--- config.mk ---
export PLATFORM = sky130hd
export DESIGN_NAME = mem_wb_stage_flat
export DESIGN_NICKNAME = d
export VERILOG_FILES = /design/src/rtl/mem_wb_stage_if.sv /design/src/rtl/mem_wb_stage.sv /design/src/flat_wrapper.sv
export SDC_FILE = /design/constraint.sdc
export NUM_CORES = 1
export LEC_CHECK = 0
export BUFFER_PORTS_ARGS = -buffer_cell sky130_fd_sc_hd__buf_2
export CORE_MARGIN = 8
export CORE_UTILIZATION = 58
export CTS_CLUSTER_DIAMETER = 60
export CTS_CLUSTER_SIZE = 8
export DETAILED_ROUTE_END_ITERATION = 7
export HOLD_SLACK_MARGIN = 0.15
export PLACE_DENSITY = 0.84
export SLEW_MARGIN = 20
export SYNTH_ARGS = -nofsm -noshare
export SYNTH_HDL_FRONTEND = slang
export SYNTH_SLANG_ARGS = --single-unit
--- constraint.sdc ---
create_clock -name clk -period 5.1 [get_ports clk]
set_input_delay 0.51 -clock clk [delete_from_list [all_inputs] [get_ports clk]]
set_output_delay 0.51 -clock clk [all_outputs]
set_load 0.03 [all_outputs]
--- src/rtl/mem_wb_stage_if.sv ---
// mem_wb_stage_if: MEM-to-WB bundle (MEM result, load descriptor, stage
// controls, RAM read data) plus the register file write port.
// The master modport is the driving side (MEM stage / RAM / hazard unit);
// the slave modport is the WB stage itself.
// Optional trace signals are present only when WB_DEBUG_TRACE_EN is defined.
interface mem_wb_stage_if #(
    parameter int DATA_WIDTH = 32,
    parameter int ADDR_WIDTH = 5
);
    logic                  mem_write_en;
    logic [ADDR_WIDTH-1:0] mem_write_addr;
    logic [DATA_WIDTH-1:0] mem_result;
    logic                  mem_load_en;
    logic [2:0]            mem_load_type;
    logic [1:0]            mem_addr_low;
    logic                  mem_stall;
    logic                  wb_stall;
    logic                  flush;
    logic [DATA_WIDTH-1:0] ram_read_data;
    logic                  write_en;
    logic [ADDR_WIDTH-1:0] write_addr;
    logic [DATA_WIDTH-1:0] write_data;
`ifdef WB_DEBUG_TRACE_EN
    logic [31:0]           mem_pc;
    logic [31:0]           debug_wb_pc;
    logic [3:0]            debug_wb_we;
    logic [4:0]            debug_wb_addr;
    logic [31:0]           debug_wb_data;
`else
    // trace signals are absent in this build
`endif

    modport master (
`ifdef WB_DEBUG_TRACE_EN
        output mem_pc,
        input  debug_wb_pc, debug_wb_we, debug_wb_addr, debug_wb_data,
`endif
        output mem_write_en, mem_write_addr, mem_result,
        output mem_load_en, mem_load_type, mem_addr_low,
        output mem_stall, wb_stall, flush, ram_read_data,
        input  write_en, write_addr, write_data
    );

    modport slave (
`ifdef WB_DEBUG_TRACE_EN
        input  mem_pc,
        output debug_wb_pc, debug_wb_we, debug_wb_addr, debug_wb_data,
`endif
        input  mem_write_en, mem_write_addr, mem_result,
        input  mem_load_en, mem_load_type, mem_addr_low,
        input  mem_stall, wb_stall, flush, ram_read_data,
        output write_en, write_addr, write_data
    );
endinterface

--- src/rtl/mem_wb_stage.sv ---
// mem_wb_stage: MEM/WB pipeline register and register-file writeback.
// Load data from the synchronous RAM arrives one cycle after the MEM-to-WB
// transfer; if WB is stalled in that cycle the raw word is parked in
// hold_data so it survives until the stall releases.
// Optional feature macro: WB_DEBUG_TRACE_EN (PC trace and debug write port).
module mem_wb_stage #(
    parameter int DATA_WIDTH = 32,
    parameter int ADDR_WIDTH = 5
) (
    input logic           clk,
    input logic           rst,
    mem_wb_stage_if.slave bus
);

    localparam logic [2:0] LT_LB  = 3'd0;
    localparam logic [2:0] LT_LBU = 3'd1;
    localparam logic [2:0] LT_LH  = 3'd2;
    localparam logic [2:0] LT_LHU = 3'd3;

    typedef enum logic [1:0] {
        ST_EMPTY      = 2'd0,
        ST_ALU        = 2'd1,
        ST_LOAD_FRESH = 2'd2,
        ST_LOAD_HELD  = 2'd3
    } state_t;

    state_t                  state_p1;
    state_t                  state_nxt;
    logic                    vld_p1;
    logic                    wen_p1;
    logic [ADDR_WIDTH-1:0]   addr_p1;
    logic [DATA_WIDTH-1:0]   result_p1;
    logic [2:0]              load_type_p1;
    logic [1:0]              addr_low_p1;
    logic [DATA_WIDTH-1:0]   hold_data_p1;
    logic                    capture;
    logic                    bubble;

    // Little-endian byte/halfword select with sign or zero extension;
    // unknown encodings fall through to a full word.
    function automatic logic [DATA_WIDTH-1:0] load_extend(
        input logic [DATA_WIDTH-1:0] raw,
        input logic [2:0]            ltype,
        input logic [1:0]            alow
    );
        logic signed [7:0]  byte_s;
        logic signed [15:0] half_s;
        logic [DATA_WIDTH-1:0] ext;
        byte_s = raw[{alow, 3'b000} +: 8];
        half_s = alow[1] ? raw[31:16] : raw[15:0];
        case (ltype)
            LT_LB:   ext = {{(DATA_WIDTH-8){byte_s[7]}}, byte_s};
            LT_LBU:  ext = {{(DATA_WIDTH-8){1'b0}}, byte_s};
            LT_LH:   ext = {{(DATA_WIDTH-16){half_s[15]}}, half_s};
            LT_LHU:  ext = {{(DATA_WIDTH-16){1'b0}}, half_s};
            default: ext = raw;
        endcase
        return ext;
    endfunction

    // Decode what the MEM stage hands over at the next edge.
    always_comb begin
        capture = ~bus.flush & ~bus.wb_stall & ~bus.mem_stall;
        bubble  = bus.flush | (~bus.wb_stall & bus.mem_stall);
    end

    // ---- WB stage register (_p1) ----

    // State register.
    always_ff @(posedge clk or negedge rst) begin
        if (!rst) begin
            state_p1 <= ST_EMPTY;
        end else begin
            state_p1 <= state_nxt;
        end
    end

    // Next state: flush beats stall, a fresh load parks on stall.
    always_comb begin
        state_nxt = state_p1;
        if (bubble) begin
            state_nxt = ST_EMPTY;
        end else if (bus.wb_stall) begin
            if (state_p1 == ST_LOAD_FRESH) begin
                state_nxt = ST_LOAD_HELD;
            end
        end else if (capture) begin
            state_nxt = bus.mem_load_en ? ST_LOAD_FRESH : ST_ALU;
        end
    end

    // Instruction fields: captured on advance, valid dropped on bubble.
    always_ff @(posedge clk or negedge rst) begin
        if (!rst) begin
            vld_p1       <= 1'b0;
            wen_p1       <= 1'b0;
            addr_p1      <= '0;
            result_p1    <= '0;
            load_type_p1 <= '0;
            addr_low_p1  <= '0;
        end else if (bubble) begin
            vld_p1 <= 1'b0;
        end else if (capture) begin
            vld_p1       <= bus.mem_write_en | bus.mem_load_en;
            wen_p1       <= bus.mem_write_en;
            addr_p1      <= bus.mem_write_addr;
            result_p1    <= bus.mem_result;
            load_type_p1 <= bus.mem_load_type;
            addr_low_p1  <= bus.mem_addr_low;
        end
    end

    // Park the RAM word when a fresh load is stalled; it is gone next cycle.
    always_ff @(posedge clk or negedge rst) begin
        if (!rst) begin
            hold_data_p1 <= '0;
        end else if ((state_p1 == ST_LOAD_FRESH) && bus.wb_stall && !bus.flush) begin
            hold_data_p1 <= bus.ram_read_data;
        end
    end

    // Register file write port, combinational from state and registers.
    always_comb begin
        bus.write_en   = vld_p1 & wen_p1 & ~bus.wb_stall & (state_p1 != ST_EMPTY);
        bus.write_addr = addr_p1;
        case (state_p1)
            ST_LOAD_FRESH: bus.write_data = load_extend(bus.ram_read_data, load_type_p1, addr_low_p1);
            ST_LOAD_HELD:  bus.write_data = load_extend(hold_data_p1, load_type_p1, addr_low_p1);
            default:       bus.write_data = result_p1;
        endcase
    end

`ifdef WB_DEBUG_TRACE_EN
    logic [31:0] pc_p1;

    // PC travels with the instruction; bubbles leave it untouched.
    always_ff @(posedge clk or negedge rst) begin
        if (!rst) begin
            pc_p1 <= '0;
        end else if (capture) begin
            pc_p1 <= bus.mem_pc;
        end
    end

    // Trace port mirrors the register file write.
    always_comb begin
        bus.debug_wb_pc   = pc_p1;
        bus.debug_wb_we   = {4{bus.write_en}};
        bus.debug_wb_addr = bus.write_addr[4:0];
        bus.debug_wb_data = bus.write_data;
    end
`else
    // no trace registers in this build
`endif

endmodule
--- src/flat_wrapper.sv ---
// flat-port wrapper written by rule: the top's interface ports become plain ports
module mem_wb_stage_flat 
#(
    parameter int DATA_WIDTH = 32,
    parameter int ADDR_WIDTH = 5
)
  (clk, rst, bus_mem_write_en, bus_mem_write_addr, bus_mem_result, bus_mem_load_en, bus_mem_load_type, bus_mem_addr_low, bus_mem_stall, bus_wb_stall, bus_flush, bus_ram_read_data, bus_write_en, bus_write_addr, bus_write_data);
  mem_wb_stage_if #(.DATA_WIDTH(DATA_WIDTH), .ADDR_WIDTH(ADDR_WIDTH)) bus_i ();
  input logic clk;
  input logic rst;
  input wire logic [$bits(bus_i.mem_write_en)-1:0] bus_mem_write_en;
  input wire logic [$bits(bus_i.mem_write_addr)-1:0] bus_mem_write_addr;
  input wire logic [$bits(bus_i.mem_result)-1:0] bus_mem_result;
  input wire logic [$bits(bus_i.mem_load_en)-1:0] bus_mem_load_en;
  input wire logic [$bits(bus_i.mem_load_type)-1:0] bus_mem_load_type;
  input wire logic [$bits(bus_i.mem_addr_low)-1:0] bus_mem_addr_low;
  input wire logic [$bits(bus_i.mem_stall)-1:0] bus_mem_stall;
  input wire logic [$bits(bus_i.wb_stall)-1:0] bus_wb_stall;
  input wire logic [$bits(bus_i.flush)-1:0] bus_flush;
  input wire logic [$bits(bus_i.ram_read_data)-1:0] bus_ram_read_data;
  output wire logic [$bits(bus_i.write_en)-1:0] bus_write_en;
  output wire logic [$bits(bus_i.write_addr)-1:0] bus_write_addr;
  output wire logic [$bits(bus_i.write_data)-1:0] bus_write_data;
  assign bus_i.mem_write_en = bus_mem_write_en;
  assign bus_i.mem_write_addr = bus_mem_write_addr;
  assign bus_i.mem_result = bus_mem_result;
  assign bus_i.mem_load_en = bus_mem_load_en;
  assign bus_i.mem_load_type = bus_mem_load_type;
  assign bus_i.mem_addr_low = bus_mem_addr_low;
  assign bus_i.mem_stall = bus_mem_stall;
  assign bus_i.wb_stall = bus_wb_stall;
  assign bus_i.flush = bus_flush;
  assign bus_i.ram_read_data = bus_ram_read_data;
  assign bus_write_en = bus_i.write_en;
  assign bus_write_addr = bus_i.write_addr;
  assign bus_write_data = bus_i.write_data;
  mem_wb_stage #(.DATA_WIDTH(DATA_WIDTH), .ADDR_WIDTH(ADDR_WIDTH)) u_core (.clk(clk), .rst(rst), .bus(bus_i));
endmodule
==> results_dict.tcl, run 1 <==
set metrics [dict create \
    status "finished clean" \
    cts_buffers 9 \
    grt_setup_unrepaired "false" \
    drc 0 \
    whs_ps 133.4 \
    cts_tree "yes" \
    synthMuxAreaShare_pct 22.49 \
    finClkSkew_ps 6.708 \
    num_rows 33 \
    min_period_over_period_pct 68.90 \
    p_per_area_nw_per_um2 361.0 \
    synth_fp_nets 553 \
    cts-root-buf "clkbuf_8" \
    gp_congestion 0.9352 \
    syn_avg_cell_area_sq_um 10.02 \
    setup-tns-final_ps 0 \
    drv_cap 0 \
    grtUsageTotal_pct 23.93 \
    die_x_um 106.3 \
    cts_num_sinks 78 \
    hpwl_mm 9.834 \
    synthArstFlopShare_pct 100.0 \
    htree_levels 3 \
    hp-class "input port to asynchronous set/reset pin" \
    fillCellCount 651 \
    crit_fanout 28 \
    finalMaxSlewViolations 0 \
    drive_gt1_share_pct 37.28 \
    synth_compound_area_share_pct 18.10 \
    worstReg2RegStart "u_core.state_p1[0]" \
    port_buffers 118 \
    arrival_ps 3000 \
    crit_path_start_kind "flip-flop" \
    slowest_delay_ps 1010 \
    synthAdderAreaFrac_pct 0 \
    antenna_found_initial 0 \
    cts_resized 0 \
    hold_buffers 0 \
    crit_buf_inv 1 \
    yosys.cell_types.count 49 \
    vias 4226 \
    yosys_warnings 0 \
    clk_latency_ps 360 \
    endpoint_kind "output port" \
    core_sq_um 8051 \
    slew_headroom_pct 33.40 \
    startpoint "u_core.addr_low_p1[1]" \
    final_cell_mix "buf_2 (117), dfrtp_1 (77), mux2_2 (66)" \
    io_pins 119 \
    routedWlPerCell_um 19.66 \
    path_cells "mux4_2 > or2_4 > a32oi_2 > o221ai_1 > buf_2" \
    finalHoldViolations 0 \
    grt_max_degree 79 \
    synth_edf_count 0 \
    antenna_cells 0 \
    synth_flop_cell "dfrtp_1" \
    dieArea_sq_um 11300 \
    critPathKind "flip-flop to output port" \
    power_w 0.002002 \
    critPathSlowestCell "dfrtp_1" \
    clk_pin_slew_ps 80 \
    max_freq_ghz 0.2846 \
    area_growth_pct 17.28 \
    die_h_um 106.3 \
    drt_iter0_drc 361 \
    cp.required_ps 4590 \
    drtAntennaViolNets 0 \
    layout_commonest_cell "buf_2" \
    finalCriticalPeriod_ps 3514 \
    syn_area_sq_um 4728 \
    yosys.area_share.simple_pct 12.73 \
    grt_first_pass_wirelength_mm 21.75 \
    cp_top_family "flip-flops" \
    via_per_inst 6.224 \
    dr.pass1.iters 5 \
    routed_wl_mm 13.35 \
    ys_seq_area_share_pct 41.28 \
    p_leak_nw 2.431 \
    clock_path_buffers 2 \
    gr-total-overflow 0 \
    synth_xor_area_share_pct 0 \
    ys_ff_latch 78 \
    nNetsFinal 650 \
    grt_pass1_vias 4313 \
    postCtsSetupBuffers 0 \
    setup_viol 0 \
    syn_inst 472 \
    start_util_pct 58.73 \
    synth_top_family_by_area "multiplexers" \
    peakVddDrop_v 0.0002570 \
    worstMarginPinSlew_ps 999.1 \
]
[layer usage]
metal | GRT usage [%] | part of all wire (%)
met1 | 30.92 | 42
met2 | 36.82 | 47
met5 | 0 | 0
met4 | 11.66 | 2.7
met3 | 5.929 | 8.2
[worst reg2reg max path: stages, from the launching register on]
cell and delay, ps:
dfrtp_2 760, nand2b_1 440, nor3b_4 220, buf_4 410, mux2_2 410
[registers in the layout, indices dropped and copies added (netlist names)]
| name | flops |
|---|---|
| u_core.hold_data_p1 | 32 |
| u_core.vld_p1 | 1 |
| u_core.addr_low_p1 | 2 |
| u_core.state_p1 | 2 |
| u_core.wen_p1 | 1 |
| u_core.result_p1 | 32 |
| u_core.bus.write_addr | 5 |
| u_core.load_type_p1 | 3 |
[power by group]
group	internal [W]	switching [W]	leakage, nW
Sequential	0.000744	0.000113	0.953
Combinational	0.000289	0.000394	1.39
Clock	0.000224	0.000237	0.0883
[kinds of logic after synthesis]
logic type	Yosys count
multiplexers	95
AND/OR/NAND/NOR	115
buffers and inverters	62
AO/OA/AOI/OAI	122
flip-flops	78
[Yosys cell counts (4+ instances only)]
| master | n | area (sq um) |
|---|---|---|
| o221ai_1 | 20 | 175.2 |
| mux2i_1 | 26 | 260.3 |
| o21ai_0 | 33 | 165.2 |
| a221oi_1 | 8 | 70.07 |
| a31oi_1 | 8 | 50.05 |
| dfrtp_1 | 78 | 1952 |
| nor3_1 | 4 | 20.02 |
| nand2_1 | 40 | 150.1 |
| a21oi_1 | 18 | 90.09 |
| clkbuf_1 | 23 | 86.33 |
| o211ai_1 | 5 | 37.54 |
| buf_2 | 6 | 30.03 |
| nor2b_1 | 16 | 100.1 |
| nor2_1 | 11 | 41.29 |
| inv_1 | 25 | 93.84 |
| mux2_2 | 66 | 743.2 |
| nand3_1 | 7 | 35.03 |
| a22o_1 | 4 | 35.03 |
| nand2b_1 | 14 | 87.58 |
| buf_1 | 6 | 22.52 |
| a221o_1 | 8 | 80.08 |
| o22ai_1 | 4 | 25.02 |
[worst paths after layout]
| kind | endpoint | slack [ps] | cells past startpoint |
|---|---|---|---|
| worst max-delay path | bus_write_data[29] | 1590 | 5 |
| worst min-delay path | u_core.vld_p1 | 130 | 1 |
| worst max register to register | u_core.hold_data_p1[25] | 2750 | 4 |
| worst min register to register | u_core.hold_data_p1[5] | 500 | 1 |
| max in group asynchronous | u_core.state_p1[0] | 4360 | 2 |
| min in group clk | u_core.result_p1[17] | 350 | 3 |
[cell type report]
type	count	area (sq um)	share of cell area [%]
clock buffers	10	127.6	2.301
clock inverters	6	62.56	1.128
inverters	25	93.84	1.692
multi-input cells	332	2534	45.69
flip-flops and latches	78	1953	35.22
well taps	105	131.4	2.369
repair buffers	123	643.1	11.60
[through the flow]
step | setup WS, ps | cells | instance area (sq um) | utilization [%]
6_report | 1586 | 679 | 5545 | 68.87
5_1_grt | 1441 | 679 | 5545 | 68.87
4_1_cts | 1639 | 678 | 5525 | 68.62
3_5_place_dp | 2056 | 662 | 5335 | 66.26
3_3_place_gp | 2088 | 662 | 5335 | 66.26
2_1_floorplan | 2511 | 472 | 4728 | -
(Power assumes the default switching activity.)
==> inputs of run 2 (changes only) <==
- CORE_UTILIZATION: 58 -> 49
- PLACE_DENSITY: 0.84 -> 0.75
- clock period: 5.1 -> 3.1 ns (I/O delays scaled with it)
==> run 2 against run 1 <==
Net effect:
- highest routed layer unchanged
- critical path depth did not move
- clock skew rose by 3.0 ps
- global-route usage fell by 2.1 points
- sequential share of layout area fell by 1.2 points
- via count rose by 1.7%
- sequential power rose by 63%
- largest power group unchanged
- first-iteration DRC count rose by 0.55%
- die area rose by 15%
==> results_dict.tcl, run 2 (synthesized netlist as in run 1, its figures left out) <==
set metrics [dict create \
    antenna_cells 0 \
    crit_fanout 8 \
    crit_path_start_kind "flip-flop" \
    slew_headroom_pct 52.31 \
    finalMaxSlewViolations 0 \
    p_per_area_nw_per_um2 636.2 \
    r2r_setup_slack_ps 1060 \
    cts_resized 0 \
    routedWlPerCell_um 19.78 \
    core_sq_um 9549 \
    layout_commonest_cell "buf_2" \
    grt_first_pass_wirelength_mm 22.58 \
    setup-tns-final_ps 0 \
    dieArea_sq_um 13050 \
    drtAntennaViolNets 0 \
    drc 0 \
    grtUsageTotal_pct 21.78 \
    hold_depth 3 \
    critPathKind "flip-flop to output port" \
    peakVddDrop_v 0.0003133 \
    grt_max_degree 79 \
    cts-root-buf "clkbuf_8" \
    clock_path_buffers 2 \
    worstMarginPinSlew_ps 715.3 \
    cp.required_ps 2790 \
    io_pins 119 \
    postCtsSetupBuffers 0 \
    die_x_um 114.2 \
    finClkSkew_ps 9.682 \
    rr_worst_depth 4 \
    port_buffers 118 \
    vias 4297 \
    hp-class "input port to flip-flop" \
    max_freq_ghz 0.3448 \
    clk_latency_ps 350 \
    start_util_pct 49.52 \
    hold_buffers 0 \
    via_per_inst 6.018 \
    endpoint_kind "output port" \
    area_growth_pct 21.35 \
    grt_pass1_vias 4361 \
    routed_wl_mm 14.13 \
    cts_num_sinks 78 \
    fin_util_pct 60.09 \
    setup_viol 0 \
    p_leak_nw 2.524 \
    drive_gt1_share_pct 37.87 \
    final_cell_mix "buf_2 (117), dfrtp_1 (78), mux2_2 (66)" \
    clk_pin_slew_ps 90 \
    num_rows 36 \
    setup_ws_ps 199.6 \
    cts_tree "yes" \
    drv_cap 0 \
    status "finished clean" \
    post-place-ws_ps 585.0 \
    antenna_found_initial 0 \
    finalCriticalPeriod_ps 2900 \
    hpwl_mm 10.49 \
    finalHoldViolations 0 \
    gr-total-overflow 0 \
    die_h_um 114.2 \
    arrival_ps 2590 \
    cts_buffers 9 \
    htree_levels 3 \
    grt_setup_unrepaired "false" \
    gp_congestion 0.9566 \
    dr.pass1.iters 5 \
    min_period_over_period_pct 93.56 \
    nNetsFinal 658 \
    drt_iter0_drc 363 \
]
run 2: metal layers:
metal,up-vias,share of wire (%),global-route usage [%]
li1,1948,-,-
met1,2068,43,29.04
met2,238,44,32.41
met3,43,9.5,5.538
met4,0,3.3,10.03
met5,-,0,0
run 2: area by class of cell:
type	instances	area [sq um]
Tap cell	133	166.4
Fill cell	846	3811
Clock buffer	9	123.9
Multi-Input combinational cell	332	2534
Clock inverter	6	158.9
Timing Repair Buffer	131	709.4
Inverter	25	93.84
Sequential cell	78	1952
run 2: stage by stage:
| stage | hold slack (ps) | std cells | power (W) | area, sq um |
|---|---|---|---|---|
| 3_3_place_gp | 468.9 | 698 | 0.002531 | 5441 |
| 2_1_floorplan | 14.41 | 472 | 0.002185 | 4728 |
| 3_5_place_dp | 478.1 | 698 | 0.002568 | 5441 |
| 4_1_cts | 151.5 | 713 | 0.003653 | 5724 |
| 5_1_grt | 166.6 | 714 | 0.003834 | 5738 |
| 6_report | 157.9 | 714 | 0.003650 | 5738 |
run 2: final timing paths:
path	start	to
worst min-delay path	bus_mem_result[9]	u_core.result_p1[9]
worst max register to register	u_core.state_p1[0]	u_core.hold_data_p1[26]
min in group asynchronous	rst	u_core.result_p1[23]
worst max-delay path	u_core.addr_low_p1[0]	bus_write_data[29]
max in group asynchronous	rst	u_core.hold_data_p1[3]
worst min register to register	u_core.hold_data_p1[5]	u_core.hold_data_p1[5]
run 2: worst max-delay path: stages, from the launching register on:
cell and delay [ps]:
dfrtp_1 500, mux4_2 620, or2_4 270, a32oi_2 400, o221ai_1 220, buf_2 220
run 2: power by group:
| group | switching [W] | internal (W) |
|---|---|---|
| Combinational | 0.000678 | 0.000487 |
| Sequential | 0.000175 | 0.00122 |
| Clock | 0.000390 | 0.000695 |
==> inputs of run 3 (changes only) <==
- ABC_AREA: not set -> 1
==> run 3 against run 2 <==
Net effect:
- fmax up 9.5%
- worst setup slack gained 250 ps
- die area increased by 0.37%
- clock skew decreased by 0.80 ps
- register-to-register slack improved by 210 ps
- largest cell class unchanged
- highest routed layer unchanged
==> results_dict.tcl, run 3 <==
set metrics [dict create \
    status "finished clean" \
    ys_seq_area_share_pct 41.11 \
    crit_fanout 20 \
    nNetsFinal 815 \
    routedWlPerCell_um 16.90 \
    seqCellArea_sq_um 1952 \
    synth_most_common_cell "nand2_1" \
    syn_avg_cell_area_sq_um 7.537 \
    cp.required_ps 2790 \
    clk_pin_slew_ps 80 \
    setup-tns-final_ps 0 \
    synth_common_cells "nand2_1 (205), dfrtp_1 (78), o21ai_0 (61)" \
    drive_gt1_share_pct 27.33 \
    drv_cap 0 \
    cts_num_sinks 78 \
    antenna_cells 0 \
    routed_wl_mm 14.74 \
    power_w 0.003383 \
    max_freq_ghz 0.3774 \
    yosys_warnings 0 \
    finalMaxSlewViolations 0 \
    finClkSkew_ps 8.881 \
    cts_buffers 9 \
    ys_ff_latch 78 \
    synth.largest_area_cell "dfrtp_1" \
    via_per_inst 5.323 \
    worstReg2RegStart "u_core.state_p1[1]" \
    cp_top_family "simple AND/OR/NAND/NOR gates" \
    min_period_over_period_pct 85.48 \
    syn_inst 630 \
    crit_buf_inv 1 \
    place_inst 855 \
    grt_first_pass_wirelength_mm 23.94 \
    io_pins 119 \
    dieArea_sq_um 13100 \
    crit_path_frequent_cell "nand2_1" \
    synth_fp_nets 711 \
    grt_pass1_vias 4788 \
    num_rows 36 \
    drtAntennaViolNets 0 \
    crit_path_start_kind "flip-flop" \
    clock_path_buffers 2 \
    setup_viol 0 \
    die_x_um 114.4 \
    antenna_found_initial 0 \
    worstMarginPinSlew_ps 794.7 \
    vias 4642 \
    hp-class "input port to flip-flop" \
    cts-root-buf "clkbuf_8" \
    drt_iter0_drc 357 \
    start_util_pct 49.49 \
    startpoint "u_core.state_p1[1]" \
    drc 0 \
    slew_headroom_pct 46.89 \
    slowest_delay_ps 610 \
    path_cells "nand2_1 > nor2_1 > o21ai_0 > nand2_1 > o21ai_0 > nand2_1 > buf_2" \
    htree_levels 3 \
    grt_setup_unrepaired "false" \
    core_sq_um 9594 \
    postCtsSetupBuffers 0 \
    peakVddDrop_v 0.0003963 \
    synth_edf_count 0 \
    p_leak_nw 2.897 \
    whs_ps 161.5 \
    synth_flop_cell "dfrtp_1" \
    setup_ws_ps 450.1 \
    finalCriticalPeriod_ps 2650 \
    post-place-ws_ps 781.3 \
    synth_top_area_share_pct 41.11 \
    critPathKind "flip-flop to output port" \
    dr.pass1.iters 8 \
    clk_latency_ps 360 \
    die_h_um 114.4 \
    synthTopCellsByArea "dfrtp_1 (41%), nand2_1 (16%), mux2_2 (9.5%), o21ai_0 (6.4%), nand3_1 (4.7%)" \
    yosys.cell_types.count 33 \
    r2r_end "u_core.hold_data_p1[8]" \
    arrival_ps 2340 \
    p_per_area_nw_per_um2 600.7 \
    gp_congestion 0.9009 \
    fin_cells 872 \
    syn_area_sq_um 4748 \
    cp.depth 7 \
    grt_max_degree 79 \
    final_cell_mix "nand2_1 (204), buf_2 (117), dfrtp_1 (78)" \
    area_growth_pct 18.60 \
    hpwl_mm 10.61 \
    r2r_setup_slack_ps 1270 \
    finalHoldViolations 0 \
    crit_end "bus_write_data[2]" \
    cts_tree "yes" \
    endpoint_kind "output port" \
    grtUsageTotal_pct 23.10 \
    rr_worst_depth 5 \
    layout_commonest_cell "nand2_1" \
    critPathSlowestCell "nand2_1" \
    fillCellCount 937 \
    synthArstFlopShare_pct 100.0 \
    port_buffers 118 \
    multi_input_comb_area_sq_um 2394 \
    gr-total-overflow 0 \
]
## run 3: power breakdown
group	internal (W)	switching (W)	total [W]
Combinational	0.000389	0.000741	0.00113
Sequential	0.00123	0.000153	0.00139
Clock	0.000477	0.000389	0.000866
Total	0.00210	0.00128	0.00338
## run 3: worst register-to-register path, stage by stage, from the launching register on
cell and delay, ps:
dfrtp_1 420, inv_2 50, nor2_1 470, nand2_1 100
buf_4 330, mux2_2 340
## run 3: final cells by class
class | instances | share of cell area (%)
clock buffers | 11 | 2.511
repair buffers | 128 | 11.98
inverters | 57 | 3.932
well taps | 133 | 2.955
flip-flops and latches | 78 | 34.66
multi-input cells | 460 | 42.50
clock inverters | 5 | 1.466
## run 3: cell families (layout without fill, tap and decap cells)
kind of cell / after synthesis / count (layout) / synth area share (%)
muxes: 41 / 41 / 9.723
AOI/OAI and AO/OA: 116 / 116 / 12.78
DFF: 78 / 78 / 41.11
buffers and inverters: 92 / 201 / 8.643
and+or+nand+nor: 303 / 303 / 27.75
## run 3: stage by stage
step	utilization, %	instance area (sq um)
5_1_grt	58.70	5632
2_1_floorplan	-	4748
3_5_place_dp	56.17	5389
4_1_cts	58.50	5613
3_3_place_gp	56.17	5389
6_report	58.70	5632
## run 3: worst min path at each step
stage / start / end / slack (ps) / depth (start not counted)
final: bus_mem_result[29] / u_core.result_p1[29] / 160 / 2
after detailed placement: u_core.hold_data_p1[22] / u_core.hold_data_p1[22] / 480 / 2
after CTS: bus_mem_result[29] / u_core.result_p1[29] / 150 / 2
after floorplan: rst / u_core.addr_low_p1[0] / 10 / 0
after global placement: u_core.hold_data_p1[14] / u_core.hold_data_p1[14] / 470 / 2
after global routing: bus_mem_result[29] / u_core.result_p1[29] / 160 / 2
## run 3: per-layer routing
metal  routed length [um]  global-route usage, %
met5                    0                      0
met4                  308                  8.873
met3                 1064                  5.116
met2                 6894                  36.65
met1                 6469                  29.94
## run 3: what timing repair did
| item | in CTS | in global routing |
|---|---|---|
| endpoints found under the hold margin | 0 | 78 |
| gates resized for setup | 0 | 0 |
| hold buffers | 0 | 1 |
